**src/rtl/mgr_noc_cp_arb.sv**
```systemverilog
// ----------------------------------------------------------------------------
// mgr_noc_cp_arb
//   Packet-level round-robin arbiter that shares the manager's single NoC
//   control-path output between NUM_REQ upstream requesters (by default the
//   return data processor and the return control processor). A grant is held
//   for a whole SOM..EOM packet, and the outgoing beat is registered.
//
// Ports
//   clk, reset_poweron             clock (rising edge), async active-low reset
//   req__arb__cp_*                 per-requester beat, packed (req i at slice i)
//   arb__req__cp_ready             per-requester ready
//   arb__noc__cp_*                 registered beat towards noc_cntl
//   noc__arb__cp_ready             NoC accepts the registered beat
//   arb__sys__busy                 high while a packet holds the lock
//   arb__sys__owner                locked requester, or last grant when idle
//   arb__sys__proto_err            sticky cntl-sequence violation flag
//   arb__sys__pkt_cnt              completed packets, wraps at 16 bits
// ----------------------------------------------------------------------------
module mgr_noc_cp_arb #(
    parameter int NUM_REQ  = 2,
    parameter int REQ_ID_W = 1,
    parameter int DATA_W   = 64,
    parameter int TYPE_W   = 2,
    parameter int LANE_W   = 5,
    parameter int STRM_W   = 1,
    parameter int CNTL_W   = 2
) (
    input  logic                        clk,
    input  logic                        reset_poweron,
    input  logic [NUM_REQ-1:0]          req__arb__cp_valid,
    input  logic [NUM_REQ*CNTL_W-1:0]   req__arb__cp_cntl,
    input  logic [NUM_REQ*TYPE_W-1:0]   req__arb__cp_type,
    input  logic [NUM_REQ*DATA_W-1:0]   req__arb__cp_data,
    input  logic [NUM_REQ*LANE_W-1:0]   req__arb__cp_laneId,
    input  logic [NUM_REQ*STRM_W-1:0]   req__arb__cp_strmId,
    output logic [NUM_REQ-1:0]          arb__req__cp_ready,
    output logic                        arb__noc__cp_valid,
    output logic [CNTL_W-1:0]           arb__noc__cp_cntl,
    output logic [TYPE_W-1:0]           arb__noc__cp_type,
    output logic [DATA_W-1:0]           arb__noc__cp_data,
    output logic [LANE_W-1:0]           arb__noc__cp_laneId,
    output logic [STRM_W-1:0]           arb__noc__cp_strmId,
    input  logic                        noc__arb__cp_ready,
    output logic                        arb__sys__busy,
    output logic [REQ_ID_W-1:0]         arb__sys__owner,
    output logic                        arb__sys__proto_err,
    output logic [15:0]                 arb__sys__pkt_cnt
);

    localparam logic [CNTL_W-1:0] CNTL_SOM_EOM = CNTL_W'(0);
    localparam logic [CNTL_W-1:0] CNTL_SOM     = CNTL_W'(1);
    localparam logic [CNTL_W-1:0] CNTL_MOM     = CNTL_W'(2);
    localparam logic [CNTL_W-1:0] CNTL_EOM     = CNTL_W'(3);

    typedef enum logic {
        ST_IDLE   = 1'b0,
        ST_LOCKED = 1'b1
    } state_t;

    state_t              r_state;
    logic [REQ_ID_W-1:0] r_lock_id;
    logic [REQ_ID_W-1:0] r_rr_ptr;
    logic [REQ_ID_W-1:0] r_owner;
    logic                r_proto_err;
    logic [15:0]         r_pkt_cnt;
    logic                r_out_valid;
    logic [CNTL_W-1:0]   r_out_cntl;
    logic [TYPE_W-1:0]   r_out_type;
    logic [DATA_W-1:0]   r_out_data;
    logic [LANE_W-1:0]   r_out_lane;
    logic [STRM_W-1:0]   r_out_strm;

    logic                w_grant_vld;
    logic [REQ_ID_W-1:0] w_grant_id;
    logic                w_can_load;
    logic                w_accept;
    logic [CNTL_W-1:0]   w_sel_cntl;

    function automatic logic [REQ_ID_W-1:0] f_next_id(input logic [REQ_ID_W-1:0] id);
        if (int'(id) == NUM_REQ - 1) return '0;
        return id + 1'b1;
    endfunction

    // Grant: the locked owner while a packet is open, otherwise the first
    // valid requester at or after the round-robin pointer.
    always_comb begin
        int                  v_idx;
        logic [REQ_ID_W-1:0] v_sel;
        // NOTE: every combinational output gets a default first so no path
        // leaves it unassigned, which would otherwise infer a latch.
        v_idx       = 0;
        v_sel       = '0;
        w_grant_vld = 1'b0;
        w_grant_id  = '0;
        if (r_state == ST_LOCKED) begin
            w_grant_vld = 1'b1;
            w_grant_id  = r_lock_id;
        end else begin
            // Walk the offsets downwards so the smallest offset is written last.
            for (int k = NUM_REQ - 1; k >= 0; k--) begin
                v_idx = (int'(r_rr_ptr) + k) % NUM_REQ;
                v_sel = REQ_ID_W'(v_idx);
                if (req__arb__cp_valid[v_sel]) begin
                    w_grant_vld = 1'b1;
                    w_grant_id  = v_sel;
                end
            end
        end
    end

    // Reset is folded in so no requester sees ready while reset is held.
    assign w_can_load = reset_poweron & (~r_out_valid | noc__arb__cp_ready);
    assign w_accept   = w_grant_vld & req__arb__cp_valid[w_grant_id] & w_can_load;
    assign w_sel_cntl = req__arb__cp_cntl[int'(w_grant_id)*CNTL_W +: CNTL_W];

    always_comb begin
        arb__req__cp_ready = '0;
        if (w_can_load && w_grant_vld) arb__req__cp_ready[w_grant_id] = 1'b1;
    end

    // NOTE: sequential state uses non-blocking assignments so every register
    // samples pre-edge values, independent of statement order.
    always_ff @(posedge clk or negedge reset_poweron) begin
        if (!reset_poweron) begin
            r_state     <= ST_IDLE;
            r_lock_id   <= '0;
            r_rr_ptr    <= '0;
            r_owner     <= '0;
            r_proto_err <= 1'b0;
            r_pkt_cnt   <= '0;
            r_out_valid <= 1'b0;
            r_out_cntl  <= '0;
            r_out_type  <= '0;
            r_out_data  <= '0;
            r_out_lane  <= '0;
            r_out_strm  <= '0;
        end else if (w_accept) begin
            r_out_valid <= 1'b1;
            r_out_cntl  <= w_sel_cntl;
            r_out_type  <= req__arb__cp_type[int'(w_grant_id)*TYPE_W +: TYPE_W];
            r_out_data  <= req__arb__cp_data[int'(w_grant_id)*DATA_W +: DATA_W];
            r_out_lane  <= req__arb__cp_laneId[int'(w_grant_id)*LANE_W +: LANE_W];
            r_out_strm  <= req__arb__cp_strmId[int'(w_grant_id)*STRM_W +: STRM_W];
            r_owner     <= w_grant_id;
            if (r_state == ST_IDLE) begin
                if (w_sel_cntl == CNTL_SOM) begin
                    r_state   <= ST_LOCKED;
                    r_lock_id <= w_grant_id;
                end else begin
                    // A stray MOM/EOM is flagged but still closed as one packet.
                    r_pkt_cnt <= r_pkt_cnt + 16'd1;
                    r_rr_ptr  <= f_next_id(w_grant_id);
                    if (w_sel_cntl != CNTL_SOM_EOM) r_proto_err <= 1'b1;
                end
            end else begin
                case (w_sel_cntl)
                    CNTL_MOM: begin
                    end
                    CNTL_EOM: begin
                        r_state   <= ST_IDLE;
                        r_pkt_cnt <= r_pkt_cnt + 16'd1;
                        r_rr_ptr  <= f_next_id(r_lock_id);
                    end
                    // A new SOM inside an open packet keeps the lock.
                    default: r_proto_err <= 1'b1;
                endcase
            end
        end else if (noc__arb__cp_ready) begin
            r_out_valid <= 1'b0;
        end
    end

    assign arb__noc__cp_valid  = r_out_valid;
    assign arb__noc__cp_cntl   = r_out_cntl;
    assign arb__noc__cp_type   = r_out_type;
    assign arb__noc__cp_data   = r_out_data;
    assign arb__noc__cp_laneId = r_out_lane;
    assign arb__noc__cp_strmId = r_out_strm;
    assign arb__sys__busy      = (r_state == ST_LOCKED);
    assign arb__sys__owner     = r_owner;
    assign arb__sys__proto_err = r_proto_err;
    assign arb__sys__pkt_cnt   = r_pkt_cnt;

endmodule
```
**config.mk**
```make
export PLATFORM = sky130hd
export DESIGN_NAME = mgr_noc_cp_arb
export DESIGN_NICKNAME = d
export VERILOG_FILES = /design/src/rtl/mgr_noc_cp_arb.sv
export SDC_FILE = /design/constraint.sdc
export NUM_CORES = 1
export LEC_CHECK = 0
export CORE_ASPECT_RATIO = 1.75
export CORE_UTILIZATION = 42
export DETAILED_ROUTE_END_ITERATION = 8
export PLACE_DENSITY = 0.86
export SYNTH_ARGS = -nofsm -noshare
export SYNTH_HDL_FRONTEND = slang
export SYNTH_SLANG_ARGS = --single-unit
export TNS_END_PERCENT = 1
```
**constraint.sdc**
```tcl
create_clock -name clk -period 5.8 [get_ports clk]
set_clock_uncertainty 0.15 [all_clocks]
set_input_delay 0.87 -clock clk [delete_from_list [all_inputs] [get_ports clk]]
set_output_delay 0.87 -clock clk [all_outputs]
set_load 0.02 [all_outputs]
```
==> impl_metrics.tcl <==
set metrics [dict create \
    via_per_inst 5.051 \
    outcome "finished clean" \
    fp.dieH_um 139.7 \
    fill_cells 783 \
    cpMaxStageDelayCell "buf_4" \
    ys_seq_elements 96 \
    p_leak_uw 0.003156 \
    synth_mux_area_share_pct 17.08 \
    async_reset_ff_share_pct 100.0 \
    dp_hpwl_um 9933 \
    timing.critical_path.to "arb__sys__pkt_cnt[12]" \
    ys_seq_area_share_pct 52.81 \
    dp_cells 782 \
    crit_family "buffers and inverters" \
    gp_congestion 0.7565 \
    drt_iter0_markers 173 \
    clock-sinks 96 \
    synth_xor_area_share_pct 3.080 \
    fin_crit_ns 3.805 \
    synth_nets 584 \
    cpPeakStageDelay_ns 0.78 \
    wl_per_cell_um 15.93 \
    path_depth 7 \
    ys_types 38 \
    fp-row-count 49 \
    post_cts_buffers 0 \
    timing.final.hold_violations 0 \
    diodes 0 \
    start_kind "input pin" \
    r2r_cells 6 \
    worst-setup-path-type "input pin to flop" \
    rsz0062_at_grt "false" \
    io_pins 249 \
    grt_usage_pct 22.76 \
    synth_ff_type "dfrtp_1" \
    grt_pass1_vias 4110 \
    max-vdd-ir-drop_mv 0.2764 \
    antenna_found_initial 0 \
    synth_area_sq_um 4549 \
    synth_fa_ha_area_share_pct 0.2750 \
    crit_fanout 58 \
    slew_headroom_pct 34.75 \
    post-route-util_pct 70.56 \
    numCtsBuffers 9 \
    clk_pin_slew_ns 0.07 \
    io_buffers 248 \
    setup-tns-final_ns 0 \
    drtPass1Iterations 4 \
    route.detailed.drc 0 \
    area.growth.synth_to_final_pct 61.66 \
    synth_edf_count 0 \
    drive_gt1_share_pct 4.918 \
    yosys_warnings 0 \
    root_buffer "clkbuf_16" \
    synth_top_family_by_area "multiplexers" \
    antenna_left 0 \
    finalCritPeriodShare_pct 65.60 \
    clockBufferDepth 2 \
    cp.arrival_ns 3.92 \
    setup.worst_path.end_class "flop" \
    setup_viol 0 \
    rrSetupSlack_ns 2.58 \
    vias 4031 \
    max_freq_mhz 262.8 \
    wl_um 12710 \
    die_area_sq_um 11270 \
    max_cap_viol_count 0 \
    power_density_nw_per_um2 473.7 \
    stdcell_count 798 \
    multiInputGateArea_sq_um 1988 \
    seqCellArea_sq_um 2402 \
    hold_buffers 0 \
    tritoncts "done" \
    core_area_sq_um 10420 \
    syn_avg_cell_area_sq_um 10.58 \
    htreeDepth 3 \
    crit_buf_inv 2 \
    hp-class "input pin to asynchronous set/reset pin" \
    critical_path.reg2reg.endpoint "arb__sys__pkt_cnt[12]" \
    slew_viol_final 0 \
    path_cells "clkdlybuf4s50_1 -> and2b_1 -> o21a_4 -> buf_4 -> o2111ai_4 -> nor4_2 -> xor2_1" \
    insertion_delay_ns 0.34 \
    grt_max_degree 77 \
    start_util_pct 43.65 \
    cts-resized-gates 0 \
    nNetsFinal 820 \
    critical_path.startpoint "req__arb__cp_valid[0]" \
    worstReg2RegStart "arb__sys__busy" \
    tightest_slew_ns 0.9787 \
    grt_first_pass_wirelength_um 19440 \
    synthSimpleGateAreaFrac_pct 11.91 \
    overflow 0 \
    synth_compound_area_share_pct 10.95 \
    worstPathRequired_ns 5.91 \
    syn-instance-count 430 \
    die_w_um 80.68 \
]
-- stage by stage --
| stage | total power, uW | instance area, sq um | worst slack, ns | hold WS, ns |
|---|---|---|---|---|
| global route | 3695 | 7355 | 1.838 | 0.3463 |
| detailed placement | 2977 | 7082 | 1.643 | 0.3185 |
| finish | 3484 | 7355 | 1.995 | 0.3230 |
| floorplan | 2127 | 4549 | 2.807 | 0.3331 |
| CTS | 3527 | 7355 | 2.005 | 0.3232 |
| global placement | 2912 | 7082 | 1.757 | 0.3120 |
-- Yosys cell counts (2+ instances only) --
master	count	area, sq um
a21o_1	2	15.01
and3_1	2	12.51
buf_2	13	65.06
buf_4	6	45.04
buf_6	2	22.52
clkbuf_1	6	22.52
dfrtp_1	96	2402
inv_1	6	22.52
mux2i_1	75	750.7
nand2_1	85	319.1
nand2b_1	2	12.51
nand3_1	6	30.03
nand4_1	2	12.51
nor2_1	7	26.28
nor3_1	6	30.03
nor3_2	2	20.02
nor4_2	3	37.54
o21ai_0	69	345.3
o21ai_1	7	35.03
xnor2_1	4	35.03
xor2_1	12	105.1
-- registers in the layout (all words and copies together) (netlist names), 2 cells and up --
| register | cells |
|---|---|
| arb__sys__pkt_cnt | 16 |
| arb__noc__cp_data | 64 |
| arb__noc__cp_type | 2 |
| arb__noc__cp_cntl | 2 |
| arb__noc__cp_laneId | 5 |
-- metal layers --
metal | vias up | wire [um] | track usage (%)
li1 | 1955 | - | -
met1 | 1864 | 4533 | 23.07
met2 | 178 | 6781 | 42.24
met3 | 34 | 908 | 5.311
met4 | 0 | 490 | 10.53
met5 | - | 0 | 0
-- logic make-up (layout without fill, tap and decap cells) --
kind of cell               Yosys count  after routing
and+or+nand+nor                    120            120
DFF                                 96             96
AOI/OAI and AO/OA                   87             87
muxes                               77             77
buffers and inverters               33            274
xor gates and xnor gates            16             16
adders and majority gates            1              1
-- report_power, final --
group	internal, uW	switching (uW)	leakage (uW)	total [uW]
Combinational	868	953	0.00185	1820
Clock	290	248	0.000132	538
Sequential	952	173	0.00117	1130
Total	2110	1370	0.00316	3480
-- layout make-up --
cell class              count  share of cell area [%]
well taps                 127                   2.161
clock inverters             7                  0.6465
inverters                   6                  0.3062
multi-input cells         301                   27.03
flip-flops and latches     96                   32.66
clock buffers               9                   3.062
repair buffers            252                   34.13
-- layout by cell type, fill, tap and decap left out, types with 2 or more instances in the layout --
master	instances
a21o_1	2
clkbuf_16	9
nand2b_1	2
nand3_1	6
o21ai_1	7
nor4_2	3
nand4_1	2
nor2_1	7
o21ai_0	69
nand2_1	85
xnor2_1	4
buf_4	5
o2111ai_4	2
nor3_1	6
dfrtp_1	96
clkinvlp_4	2
and3_1	2
inv_1	6
xor2_1	12
clkinv_2	3
clkdlybuf4s50_1	247
mux2i_1	75
nor3_2	2
-- worst min path at each step --
stage	startpoint	endpoint	slack (ns)	cells after the start
after floorplan	r_rr_ptr	r_rr_ptr	0.33	2
after global placement	arb__noc__cp_data[16]	arb__noc__cp_data[16]	0.31	2
after detailed placement	arb__sys__proto_err	arb__sys__proto_err	0.32	1
after CTS	reset_poweron	arb__sys__pkt_cnt[2]	0.32	1
after global routing	reset_poweron	arb__sys__pkt_cnt[1]	0.35	1
final	reset_poweron	arb__sys__pkt_cnt[1]	0.32	1
No activity file was read; power rests on OpenSTA's default activity.
